File: src/rtl/multiword_add_seq_pkg.sv
// rtl/multiword_add_seq_pkg.sv - shared constants, FSM state type and counter sizing for multiword_add_seq
package multiword_add_seq_pkg;

    localparam int ADD_W = 16;

    typedef enum logic {
        ST_FIRST = 1'b0,
        ST_RUN   = 1'b1
    } state_t;

    // Word counter must hold 0..words-1; keep at least one bit for words == 1.
    function automatic int cnt_w(input int words);
        return (words > 1) ? $clog2(words) : 1;
    endfunction

endpackage

File: src/rtl/multiword_add_seq_if.sv
// rtl/multiword_add_seq_if.sv - operand/sum stream bundle for multiword_add_seq (ovf present under MWADD_OVF_EN)
interface multiword_add_seq_if;
    import multiword_add_seq_pkg::*;

    logic             in_valid;
    logic             in_ready;
    logic [ADD_W-1:0] a_word;
    logic [ADD_W-1:0] b_word;
    logic             cin;
    logic             out_valid;
    logic             out_ready;
    logic [ADD_W-1:0] sum_word;
    logic             out_last;
    logic             cout;
    logic             busy;
`ifdef MWADD_OVF_EN
    logic             ovf;

    modport master (
        output in_valid, a_word, b_word, cin, out_ready,
        input  in_ready, out_valid, sum_word, out_last, cout, busy, ovf
    );
    modport slave (
        input  in_valid, a_word, b_word, cin, out_ready,
        output in_ready, out_valid, sum_word, out_last, cout, busy, ovf
    );
`else
    modport master (
        output in_valid, a_word, b_word, cin, out_ready,
        input  in_ready, out_valid, sum_word, out_last, cout, busy
    );
    modport slave (
        input  in_valid, a_word, b_word, cin, out_ready,
        output in_ready, out_valid, sum_word, out_last, cout, busy
    );
`endif

endinterface

File: src/rtl/multiword_add_seq_ripple_16.sv
// rtl/multiword_add_seq_ripple_16.sv - 16-bit ripple-carry adder word slice
module ripple_16
    import multiword_add_seq_pkg::*;
(
    input  logic [ADD_W-1:0] a,
    input  logic [ADD_W-1:0] b,
    input  logic             cin,
    output logic [ADD_W-1:0] sum,
    output logic             cout
);

    logic [ADD_W:0] c;

    always_comb begin
        c    = '0;
        sum  = '0;
        c[0] = cin;
        for (int i = 0; i < ADD_W; i++) begin
            sum[i]   = a[i] ^ b[i] ^ c[i];
            c[i + 1] = (a[i] & b[i]) | (c[i] & (a[i] ^ b[i]));
        end
        cout = c[ADD_W];
    end

endmodule

File: src/rtl/multiword_add_seq.sv
// rtl/multiword_add_seq.sv - word-serial multi-precision adder with registered sum stage
// Optional two's-complement overflow output on the last word when MWADD_OVF_EN is defined.
module multiword_add_seq
    import multiword_add_seq_pkg::*;
#(
    parameter int WORDS = 4
) (
    input  logic               clk,
    input  logic               rst,
    multiword_add_seq_if.slave bus
);

    localparam int               CNT_W    = cnt_w(WORDS);
    localparam logic [CNT_W-1:0] LAST_CNT = CNT_W'(WORDS - 1);

    state_t           state_q, state_d;
    logic [CNT_W-1:0] cnt_q, cnt_d;
    logic             carry_q, carry_d;
    logic [ADD_W-1:0] sum_q, sum_d;
    logic             valid_q, valid_d;
    logic             last_q, last_d;
    logic             cout_q, cout_d;
    logic             ovf_q, ovf_d;

    logic             accept;
    logic             is_last;
    logic             add_cin;
    logic [ADD_W-1:0] add_sum;
    logic             add_cout;

    assign bus.in_ready = !rst && (!valid_q || bus.out_ready);
    assign accept       = bus.in_valid && bus.in_ready;
    assign is_last      = (cnt_q == LAST_CNT);

    ripple_16 u_add (
        .a    (bus.a_word),
        .b    (bus.b_word),
        .cin  (add_cin),
        .sum  (add_sum),
        .cout (add_cout)
    );

    always_ff @(posedge clk) begin
        if (rst) begin
            state_q <= ST_FIRST;
        end else begin
            state_q <= state_d;
        end
    end

    always_comb begin
        state_d = state_q;
        if (accept) begin
            case (state_q)
                ST_FIRST: if (WORDS > 1) state_d = ST_RUN;
                ST_RUN:   if (is_last)   state_d = ST_FIRST;
                default:                 state_d = ST_FIRST;
            endcase
        end
    end

    // The carry register is never consulted on word 0, so nothing leaks between operations.
    always_comb begin
        add_cin = (state_q == ST_FIRST) ? bus.cin : carry_q;
    end

    always_comb begin
        cnt_d   = cnt_q;
        carry_d = carry_q;
        sum_d   = sum_q;
        valid_d = valid_q;
        last_d  = last_q;
        cout_d  = cout_q;
        ovf_d   = ovf_q;
        if (accept) begin
            cnt_d   = is_last ? '0 : cnt_q + 1'b1;
            carry_d = add_cout;
            sum_d   = add_sum;
            valid_d = 1'b1;
            last_d  = is_last;
            cout_d  = is_last && add_cout;
            ovf_d   = is_last && (bus.a_word[ADD_W-1] == bus.b_word[ADD_W-1])
                              && (add_sum[ADD_W-1] != bus.a_word[ADD_W-1]);
        end else if (bus.out_ready) begin
            valid_d = 1'b0;
            last_d  = 1'b0;
            cout_d  = 1'b0;
            ovf_d   = 1'b0;
        end
    end

    always_ff @(posedge clk) begin
        if (rst) begin
            cnt_q   <= '0;
            carry_q <= 1'b0;
            sum_q   <= '0;
            valid_q <= 1'b0;
            last_q  <= 1'b0;
            cout_q  <= 1'b0;
            ovf_q   <= 1'b0;
        end else begin
            cnt_q   <= cnt_d;
            carry_q <= carry_d;
            sum_q   <= sum_d;
            valid_q <= valid_d;
            last_q  <= last_d;
            cout_q  <= cout_d;
            ovf_q   <= ovf_d;
        end
    end

    assign bus.out_valid = valid_q;
    assign bus.sum_word  = sum_q;
    assign bus.out_last  = last_q;
    assign bus.cout      = cout_q;
    assign bus.busy      = (cnt_q != '0) || valid_q;

`ifdef MWADD_OVF_EN
    assign bus.ovf = ovf_q;
`else
    logic unused_ovf;
    assign unused_ovf = ovf_q;
`endif

endmodule

File: src/flat_wrapper.sv
// flat-port wrapper written by rule: the top's interface ports become plain ports
module multiword_add_seq_flat import multiword_add_seq_pkg::*;
#(
    parameter int WORDS = 4
)
  (clk, rst, bus_in_valid, bus_a_word, bus_b_word, bus_cin, bus_out_ready, bus_in_ready, bus_out_valid, bus_sum_word, bus_out_last, bus_cout, bus_busy);
  multiword_add_seq_if bus_i ();
  input  logic clk;
  input  logic rst;
  input wire logic [$bits(bus_i.in_valid)-1:0] bus_in_valid;
  input wire logic [$bits(bus_i.a_word)-1:0] bus_a_word;
  input wire logic [$bits(bus_i.b_word)-1:0] bus_b_word;
  input wire logic [$bits(bus_i.cin)-1:0] bus_cin;
  input wire logic [$bits(bus_i.out_ready)-1:0] bus_out_ready;
  output wire logic [$bits(bus_i.in_ready)-1:0] bus_in_ready;
  output wire logic [$bits(bus_i.out_valid)-1:0] bus_out_valid;
  output wire logic [$bits(bus_i.sum_word)-1:0] bus_sum_word;
  output wire logic [$bits(bus_i.out_last)-1:0] bus_out_last;
  output wire logic [$bits(bus_i.cout)-1:0] bus_cout;
  output wire logic [$bits(bus_i.busy)-1:0] bus_busy;
  assign bus_i.in_valid = bus_in_valid;
  assign bus_i.a_word = bus_a_word;
  assign bus_i.b_word = bus_b_word;
  assign bus_i.cin = bus_cin;
  assign bus_i.out_ready = bus_out_ready;
  assign bus_in_ready = bus_i.in_ready;
  assign bus_out_valid = bus_i.out_valid;
  assign bus_sum_word = bus_i.sum_word;
  assign bus_out_last = bus_i.out_last;
  assign bus_cout = bus_i.cout;
  assign bus_busy = bus_i.busy;
  multiword_add_seq #(.WORDS(WORDS)) u_core (.clk(clk), .rst(rst), .bus(bus_i));
endmodule
File: config.mk
export PLATFORM = sky130hd
export DESIGN_NAME = multiword_add_seq_flat
export DESIGN_NICKNAME = d
export VERILOG_FILES = /design/src/rtl/multiword_add_seq_pkg.sv /design/src/rtl/multiword_add_seq_if.sv /design/src/rtl/multiword_add_seq_ripple_16.sv /design/src/rtl/multiword_add_seq.sv /design/src/flat_wrapper.sv
export SDC_FILE = /design/constraint.sdc
export NUM_CORES = 1
export LEC_CHECK = 0
export BUFFER_PORTS_ARGS = -buffer_cell sky130_fd_sc_hd__buf_2
export CORE_ASPECT_RATIO = 0.6
export CORE_UTILIZATION = 50
export CTS_CLUSTER_SIZE = 40
export DETAILED_ROUTE_END_ITERATION = 8
export HOLD_SLACK_MARGIN = 0.08
export PLACE_DENSITY_LB_ADDON = 0.2
export SLEW_MARGIN = 20
export SYNTH_ARGS = -nofsm -noshare
export SYNTH_HDL_FRONTEND = slang
export SYNTH_SLANG_ARGS = --single-unit
File: constraint.sdc
create_clock -name clk -period 13 [get_ports clk]
set_clock_uncertainty 0.05 [all_clocks]
set_input_delay 2.6 -clock clk [delete_from_list [all_inputs] [get_ports clk]]
set_output_delay 2.6 -clock clk [all_outputs]
set_load 0.1 [all_outputs]
* Word level (Yosys, flattened, before mapping) *
Cells that the tools add are included.
W data, S select, Z words.

storage, ports and cells
  output and inout port bits = 21
  bits of input ports = 37
  register bits = 23

operators by class
  reduce and logical (&&, ||, !) cells = 9
  mux-type cells = 8
  equal/unequal tests = 1
  bitwise operators = 81
  add/subtract/negate cells = 1

operators with widths
  operator               count
  $and A1 B1 Y1          32
  $xor A1 B1 Y1          32
  $or A1 B1 Y1           16
  $mux W1                6
  $reduce_bool A2 Y1     2
  $logic_and A1 B1 Y1    3
  $add A2 B1 Y2 const B  1
  $eq A2 B2 Y1 const B   1
  $logic_not A1 Y1       2
  $logic_or A1 B1 Y1     2
  $mux W2                1
  $pmux W1 S2            1
  $not A1 Y1             1

* Logic depth before layout (Yosys ltp) *
Gate-level depths: netlist (run 1).

  word-level depth = 35
  gate-level depth with buffers = 20
  gate-level depth less buffers = 20

* By module *
Synthesis (run 1) repeated with hierarchy kept, for this count alone.

unflattened totals
  cell total of the unflattened synthesis = 137
  area total of the unflattened synthesis = 1367.6 µm²

by module, submodules not included
  module             instances  area each (µm²)  cells each
  multiword_add_seq  1          1009.7           111
  ripple_16          1          357.8            26

* Worst setup path after synthesis (run 1) *
Ideal clock, no wire load.

  kind = in2reg
  from = in bus_cin
  to = reg u_core.sum_q[15] (netlist: u_core.bus.sum_word[15])
  cell stages on the path = 19
  required time = 12859 ps
  setup slack = 3901 ps
  arrival = 8958 ps
  path through = mux2_2 fa_1 fa_1 fa_1 fa_1 fa_1 fa_1 fa_1 fa_1 fa_1 fa_1 fa_1 fa_1 fa_1 fa_1 inv_1 fa_1 fa_1 a311oi_1

between the ends
  longest elaborated chain between the ends = 32

RTL lines
  item                  RTL line                           text
  start, declared       flat_wrapper.sv:13                 input wire logic [$bits(bus_i.cin)-1:0] bus_cin;
  $mux W1               multiword_add_seq.sv:64            add_cin = (state_q == ST_FIRST) ? bus.cin : carry_q;
  $and A1 B1 Y1         multiword_add_seq_ripple_16.sv:20  c[i + 1] = (a[i] & b[i]) | (c[i] & (a[i] ^ b[i]));
  $or A1 B1 Y1          multiword_add_seq_ripple_16.sv:20
  $and A1 B1 Y1         multiword_add_seq_ripple_16.sv:20
  $or A1 B1 Y1          multiword_add_seq_ripple_16.sv:20
  $and A1 B1 Y1         multiword_add_seq_ripple_16.sv:20
  $or A1 B1 Y1          multiword_add_seq_ripple_16.sv:20
  $and A1 B1 Y1         multiword_add_seq_ripple_16.sv:20
  [16 not listed]       --
  $or A1 B1 Y1          multiword_add_seq_ripple_16.sv:20
  $and A1 B1 Y1         multiword_add_seq_ripple_16.sv:20
  $or A1 B1 Y1          multiword_add_seq_ripple_16.sv:20
  $and A1 B1 Y1         multiword_add_seq_ripple_16.sv:20
  $or A1 B1 Y1          multiword_add_seq_ripple_16.sv:20
  $and A1 B1 Y1         multiword_add_seq_ripple_16.sv:20
  $or A1 B1 Y1          multiword_add_seq_ripple_16.sv:20
  $xor A1 B1 Y1         multiword_add_seq_ripple_16.sv:19  sum[i] = a[i] ^ b[i] ^ c[i];
  end signal, assigned  multiword_add_seq.sv:104           sum_q <= sum_d;
  end, declared         multiword_add_seq.sv:19            logic [ADD_W-1:0] sum_q, sum_d;

No other way between the ends.
A chain may end at the register's enable or synchronous reset.

* Worst setup path after layout (run 1) *
Same ends and word-level chain as after synthesis.

==> flow_metrics.tcl, run 1 <==
set metrics [dict create \
    outcome "finished clean" \
    start_kind "input port" \
    fin_crit_sh 0.703 \
    final_cell_mix "57 x buf_2, 23 x dfxtp_1, 16 x fa_1, 12 x nor2b_1" \
    insertion_delay_ns 0.26 \
    grt_pass1_wl_um 4220 \
    rsz0062_at_grt "no" \
    gp_congestion 0.730 \
    setup_viol 0 \
    fillers 213 \
    tns_ns 0 \
    avgSynthCellArea_um2 12.4 \
    path_cells "buf_2 > mux2_2 > fa_1 > fa_1 > fa_1 > fa_1 > fa_1 > fa_1 > fa_1 > fa_1 > fa_1 > fa_1 > fa_1 > fa_1 > fa_1 > fa_1 > inv_1 > fa_1 > fa_1 > a311oi_1" \
    dominantRegCellSynth "dfxtp_1" \
    postCtsSetupRepairBufs 0 \
    ys_ff_latch 23 \
    cp.arrival_ns 9.26 \
    critPathMaxStageDelay_ns 0.42 \
    grt_most_used_layer "met2" \
    irDropWorstVdd_mv 0.0548 \
    crit_type "input port to register" \
    synth_edf_count 0 \
    die_h_um 42.2 \
    mostFrequentLayoutCell "buf_2" \
    die-area_um2 2920 \
    hp-class "register to register" \
    grt.met1_usage 0.255 \
    route.detailed.drc 0 \
    synthCells 109 \
    clk_pin_slew_ns 0.08 \
    slew_viol_final 0 \
    drv_cap 0 \
    coreArea_um2 2520 \
    critPathCaptureType "register" \
    grt_max_degree 26 \
    ys_warn_count 0 \
    die_x_um 69.1 \
    postCtsHoldBufs 0 \
    maxSlewHeadroom 0.672 \
    synth-seq-area-share 0.341 \
    nets 221 \
    finalHoldViolations 0 \
    setup_slack_ns 3.86 \
    crit_top_cell "fa_1" \
    synthArstFlopShare 0 \
    worst-slew-pin-transition_ns 0.495 \
    post_drt_wl_per_cell_um 12.6 \
    period_needed_ns 9.14 \
    antenna_found_initial 0 \
    powerDensity_nw_per_um2 131 \
    use_met2 0.305 \
    cts_root_buf "clkbuf_8" \
    first_iter_violations 46 \
    grtUsageTotal 0.186 \
    critPathMaxFanout 1 \
    dp_hpwl_um 2040 \
    use_met3 0.0505 \
    cp_slowest_cell "fa_1" \
    cts.sinks 23 \
    cts_buffers 3 \
    start_util 0.535 \
    via_per_inst 4.83 \
    p_leak_nw 0.838 \
    rows 14 \
    antenna_left 0 \
    vias 952 \
    pre_cts_slack_ns 3.57 \
    cp.required_ns 13.12 \
    overflow 0 \
    diodes 0 \
    wirelength_um 2490 \
    ios 58 \
    drive_above_1_share 0.491 \
    areaGrowthSynthToFinish_pct 25.0 \
    fmax_mhz 109 \
    drt_pass1_iterations 4 \
    synth_fp_nets 164 \
    syn_area_um2 1350 \
    ys_types 25 \
    cts.repair.resized 0 \
    cts_tree "yes" \
    io_buffers 57 \
    h-tree-depth 1 \
    cts_buffer_depth 2 \
    grt_pass1_vias 937 \
]
-- Yosys cell counts, drive strengths merged (2+ instances only) --
cell / n / area, µm²
a311oi: 3 / 26.3
nor2b: 12 / 75.1
buf: 4 / 31.3
a21oi: 5 / 25.0
and2b: 4 / 32.5
ha: 2 / 25.0
nand2b: 4 / 25.0
fa: 16 / 320
mux2: 16 / 210
inv: 7 / 26.3
dfxtp: 23 / 460
nor2: 4 / 15.0
-- critical path: cells and delay by family --
kind / cells / cell delay (ns)
adder cells (fa/ha/maj): 16 / 6.00
multiplexers: 1 / 0.26
AO/OA/AOI/OAI: 1 / 0.22
buffers and inverters: 2 / 0.16
-- worst paths after layout --
kind | from | endpoint | slack (ns) | cells after the start
worst min register to register | u_core.state_q$_SDFFE_PP0P_ | u_core.state_q$_SDFFE_PP0P_ | 0.46 | 2
worst max-delay path | bus_cin | u_core.bus.sum_word[15]$_SDFFE_PP0P_ | 3.86 | 20
worst min-delay path | u_core.state_q$_SDFFE_PP0P_ | u_core.state_q$_SDFFE_PP0P_ | 0.46 | 2
worst max register to register | u_core.state_q$_SDFFE_PP0P_ | u_core.bus.sum_word[15]$_SDFFE_PP0P_ | 5.83 | 19
-- flip-flops by register name (all words and copies together), names as in the netlist --
name and cells:
u_core.carry_q 1, u_core.state_q 1, u_core.bus.out_last 1, u_core.bus.cout 1, u_core.bus.sum_word 16, u_core.bus.out_valid 1
u_core.cnt_q 2
-- per-stage QoR --
step	instance area [µm²]	instances	util	hold WS (ns)	total power, W
2_1_floorplan	1350	109	-	0.410	0.000161
3_3_place_gp	1640	193	0.650	0.427	0.000178
3_5_place_dp	1640	193	0.650	0.454	0.000181
4_1_cts	1690	197	0.668	0.468	0.000224
5_1_grt	1690	197	0.668	0.483	0.000233
6_report	1690	197	0.668	0.462	0.000222
-- report_power, final --
part / internal [W] / switching [W]
clock network: 0.0000213 / 0.0000220
registers: 0.0000780 / 0.00000373
logic: 0.0000258 / 0.0000707
-- routing by layer --
metal  share of wire  vias to the layer above
li1                -                      472
met1            0.48                      438
met2            0.45                       40
met3           0.062                        2
met4          0.0052                        0
met5               0                        -
-- area by class of cell --
cell class	instances	area, µm²	share of cell area
Clock buffer	3	41.3	0.0245
Tap cell	32	40.0	0.0238
Timing Repair Buffer	57	285	0.169
Clock inverter	1	5.00	0.00297
Inverter	7	26.3	0.0156
Sequential cell	23	460	0.273
Multi-Input combinational cell	74	827	0.491
-- cells by family (layout without fill, tap and decap cells) --
logic type / count (synthesis) / count (layout) / synth area share
compound gates: 11 / 11 / 0.0575
fa+ha+maj: 18 / 18 / 0.256
buf+inv: 12 / 68 / 0.0454
simple gates: 28 / 28 / 0.136
flops: 23 / 23 / 0.341
mux: 17 / 17 / 0.163
(Power assumes the default switching activity.)
==> inputs of run 2 (changes only) <==
--- a/config.mk
+++ b/config.mk
@@ -7,7 +7,7 @@
 export LEC_CHECK = 0
 export BUFFER_PORTS_ARGS = -buffer_cell sky130_fd_sc_hd__buf_2
 export CORE_ASPECT_RATIO = 0.6
-export CORE_UTILIZATION = 50
+export CORE_UTILIZATION = 47
 export CTS_CLUSTER_SIZE = 40
 export DETAILED_ROUTE_END_ITERATION = 8
 export HOLD_SLACK_MARGIN = 0.08
==> constraint.sdc (replaced) <==
create_clock -name clk -period 8.59 [get_ports clk]
set_clock_uncertainty 0.05 [all_clocks]
set_input_delay 1.718 -clock clk [delete_from_list [all_inputs] [get_ports clk]]
set_output_delay 1.718 -clock clk [all_outputs]
set_load 0.1 [all_outputs]
==> flow_metrics.tcl, run 2 (synthesis gave the netlist of run 1 again) <==
set metrics [dict create \
    outcome "finished clean" \
    antenna_left 0 \
    wl_met1_um 1230 \
    postCtsSetupRepairBufs 0 \
    routed.top_layer "met4" \
    mostFrequentLayoutCell "buf_2" \
    overflow 0 \
    largest_reg_flops 16 \
    antenna_found_initial 0 \
    fillers 202 \
    powerDensity_nw_per_um2 200 \
    reg2reg_depth 19 \
    rrSetupSlack_ns 1.42 \
    diodes 0 \
    grtUsageTotal 0.198 \
    start_kind "input port" \
    coreArea_um2 2610 \
    wl_met3_um 146 \
    p_leak_nw 0.836 \
    drive_above_1_share 0.497 \
    pre_cts_slack_ns -0.0732 \
    insertion_delay_ns 0.26 \
    postCtsHoldBufs 0 \
    power_switching_share 0.436 \
    die_h_um 43.5 \
    drv_cap 0 \
    die_x_um 71.2 \
    first_iter_violations 41 \
    fmax_mhz 121 \
    cp.required_ns 8.71 \
    irDropWorstVdd_mv 0.0812 \
    critPathCaptureType "register" \
    setup.worst_path.start "bus_cin" \
    endpoint "u_core.bus.sum_word[15]$_SDFFE_PP0P_" \
    drt_pass1_iterations 6 \
    cts_root_buf "clkbuf_8" \
    rsz0062_at_grt "no" \
    vias 949 \
    period_needed_ns 8.27 \
    cp.arrival_ns 8.39 \
    wl_met2_um 1250 \
    io_buffers 57 \
    cts_tree "yes" \
    p_int_w 0.000191 \
    gp_congestion 0.713 \
    seqPwrFrac 0.366 \
    fin_crit_sh 0.963 \
    grt_pass1_wl_um 4610 \
    ios 58 \
    regArea_um2 460 \
    worst-slew-pin-transition_ns 0.491 \
    power.share.clock 0.196 \
    wirelength_um 2640 \
    areaGrowthSynthToFinish_pct 25.5 \
    crit_type "input port to register" \
    via_per_inst 4.82 \
    h-tree-depth 1 \
    r2r-end "u_core.bus.sum_word[15]$_SDFFE_PP0P_" \
    final_cell_mix "57 x buf_2, 23 x dfxtp_1, 15 x fa_1, 12 x nor2b_1" \
    rows 14 \
    route.detailed.drc 0 \
    maxSlewHeadroom 0.675 \
    setup_slack_ns 0.320 \
    dp_hpwl_um 2150 \
    final_util 0.649 \
    post_drt_wl_per_cell_um 13.4 \
    grt_max_degree 26 \
    pwr-share-comb 0.438 \
    grt_pass1_vias 1061 \
    cts.repair.resized 0 \
    start_util 0.517 \
    p_sw_w 0.000148 \
    nets 221 \
    hp-class "register to register" \
    clk_pin_slew_ns 0.08 \
    setup_viol 0 \
    critPathMaxFanout 1 \
    finalHoldViolations 0 \
    cts.sinks 23 \
    timing.rr.start "u_core.state_q$_SDFFE_PP0P_" \
    cts_buffer_depth 2 \
    cts_buffers 3 \
    die-area_um2 3100 \
    slew_viol_final 0 \
    multi_input_area_um2 836 \
]
run 2: cell types whose count changed in the layout (fill, tap and decap cells not counted), sizes merged:
cell / before / now
clkbuf: 3 / 4
clkinv: 1 / 0
run 2: stage by stage:
stage	std cells	TNS [ns]	hold WS, ns	cell area [µm²]	total power [W]
2_1_floorplan	109	0	0.410	1350	0.000244
6_report	197	0	0.452	1690	0.000339
4_1_cts	197	0	0.453	1680	0.000341
3_5_place_dp	193	-0.0732	0.442	1640	0.000275
3_3_place_gp	193	0	0.427	1640	0.000270
5_1_grt	197	0	0.478	1690	0.000356
run 2: power groups by stage:
stage | Clock (W) | Sequential [W] | Combinational, W
3_3_place_gp | 0 | 0.000126 | 0.000145
4_1_cts | 0.0000681 | 0.000124 | 0.000148
2_1_floorplan | 0 | 0.000196 | 0.0000473
3_5_place_dp | 0 | 0.000126 | 0.000148
5_1_grt | 0.0000726 | 0.000126 | 0.000158
6_report | 0.0000666 | 0.000124 | 0.000148
run 2: final cells by class:
type                    instances  share of cell area
inverters                       7              0.0155
well taps                      32              0.0237
flip-flops and latches         23               0.272
clock buffers                   4              0.0266
repair buffers                 57               0.169
multi-input cells              74               0.494
run 2: critical path: stages:
cell	delay [ns]
buf_2	0.10
mux2_2	0.27
fa_2	0.37
fa_1	0.39
fa_1	0.39
fa_1	0.39
fa_1	0.39
fa_1	0.38
fa_1	0.38
fa_1	0.40
fa_1	0.40
fa_1	0.39
fa_1	0.39
fa_1	0.39
fa_1	0.39
fa_1	0.37
inv_1	0.08
fa_1	0.17
fa_1	0.43
a311oi_2	0.20
run 2: per-layer routing:
layer / up-vias / GRT usage
met1: 440 / 0.235
met3: 2 / 0.0581
met5: - / 0
li1: 472 / -
met4: 0 / 0.0360
met2: 35 / 0.364
run 2: worst min path at each step:
stage,end,cells past startpoint,startpoint,slack (ns)
2_1_floorplan,u_core.state_q$_SDFFE_PP0P_,2,u_core.state_q$_SDFFE_PP0P_,0.41
3_3_place_gp,u_core.state_q$_SDFFE_PP0P_,2,u_core.state_q$_SDFFE_PP0P_,0.43
3_5_place_dp,u_core.state_q$_SDFFE_PP0P_,2,u_core.state_q$_SDFFE_PP0P_,0.44
4_1_cts,u_core.state_q$_SDFFE_PP0P_,2,u_core.state_q$_SDFFE_PP0P_,0.45
5_1_grt,u_core.state_q$_SDFFE_PP0P_,2,u_core.state_q$_SDFFE_PP0P_,0.48
6_report,u_core.state_q$_SDFFE_PP0P_,2,u_core.state_q$_SDFFE_PP0P_,0.45
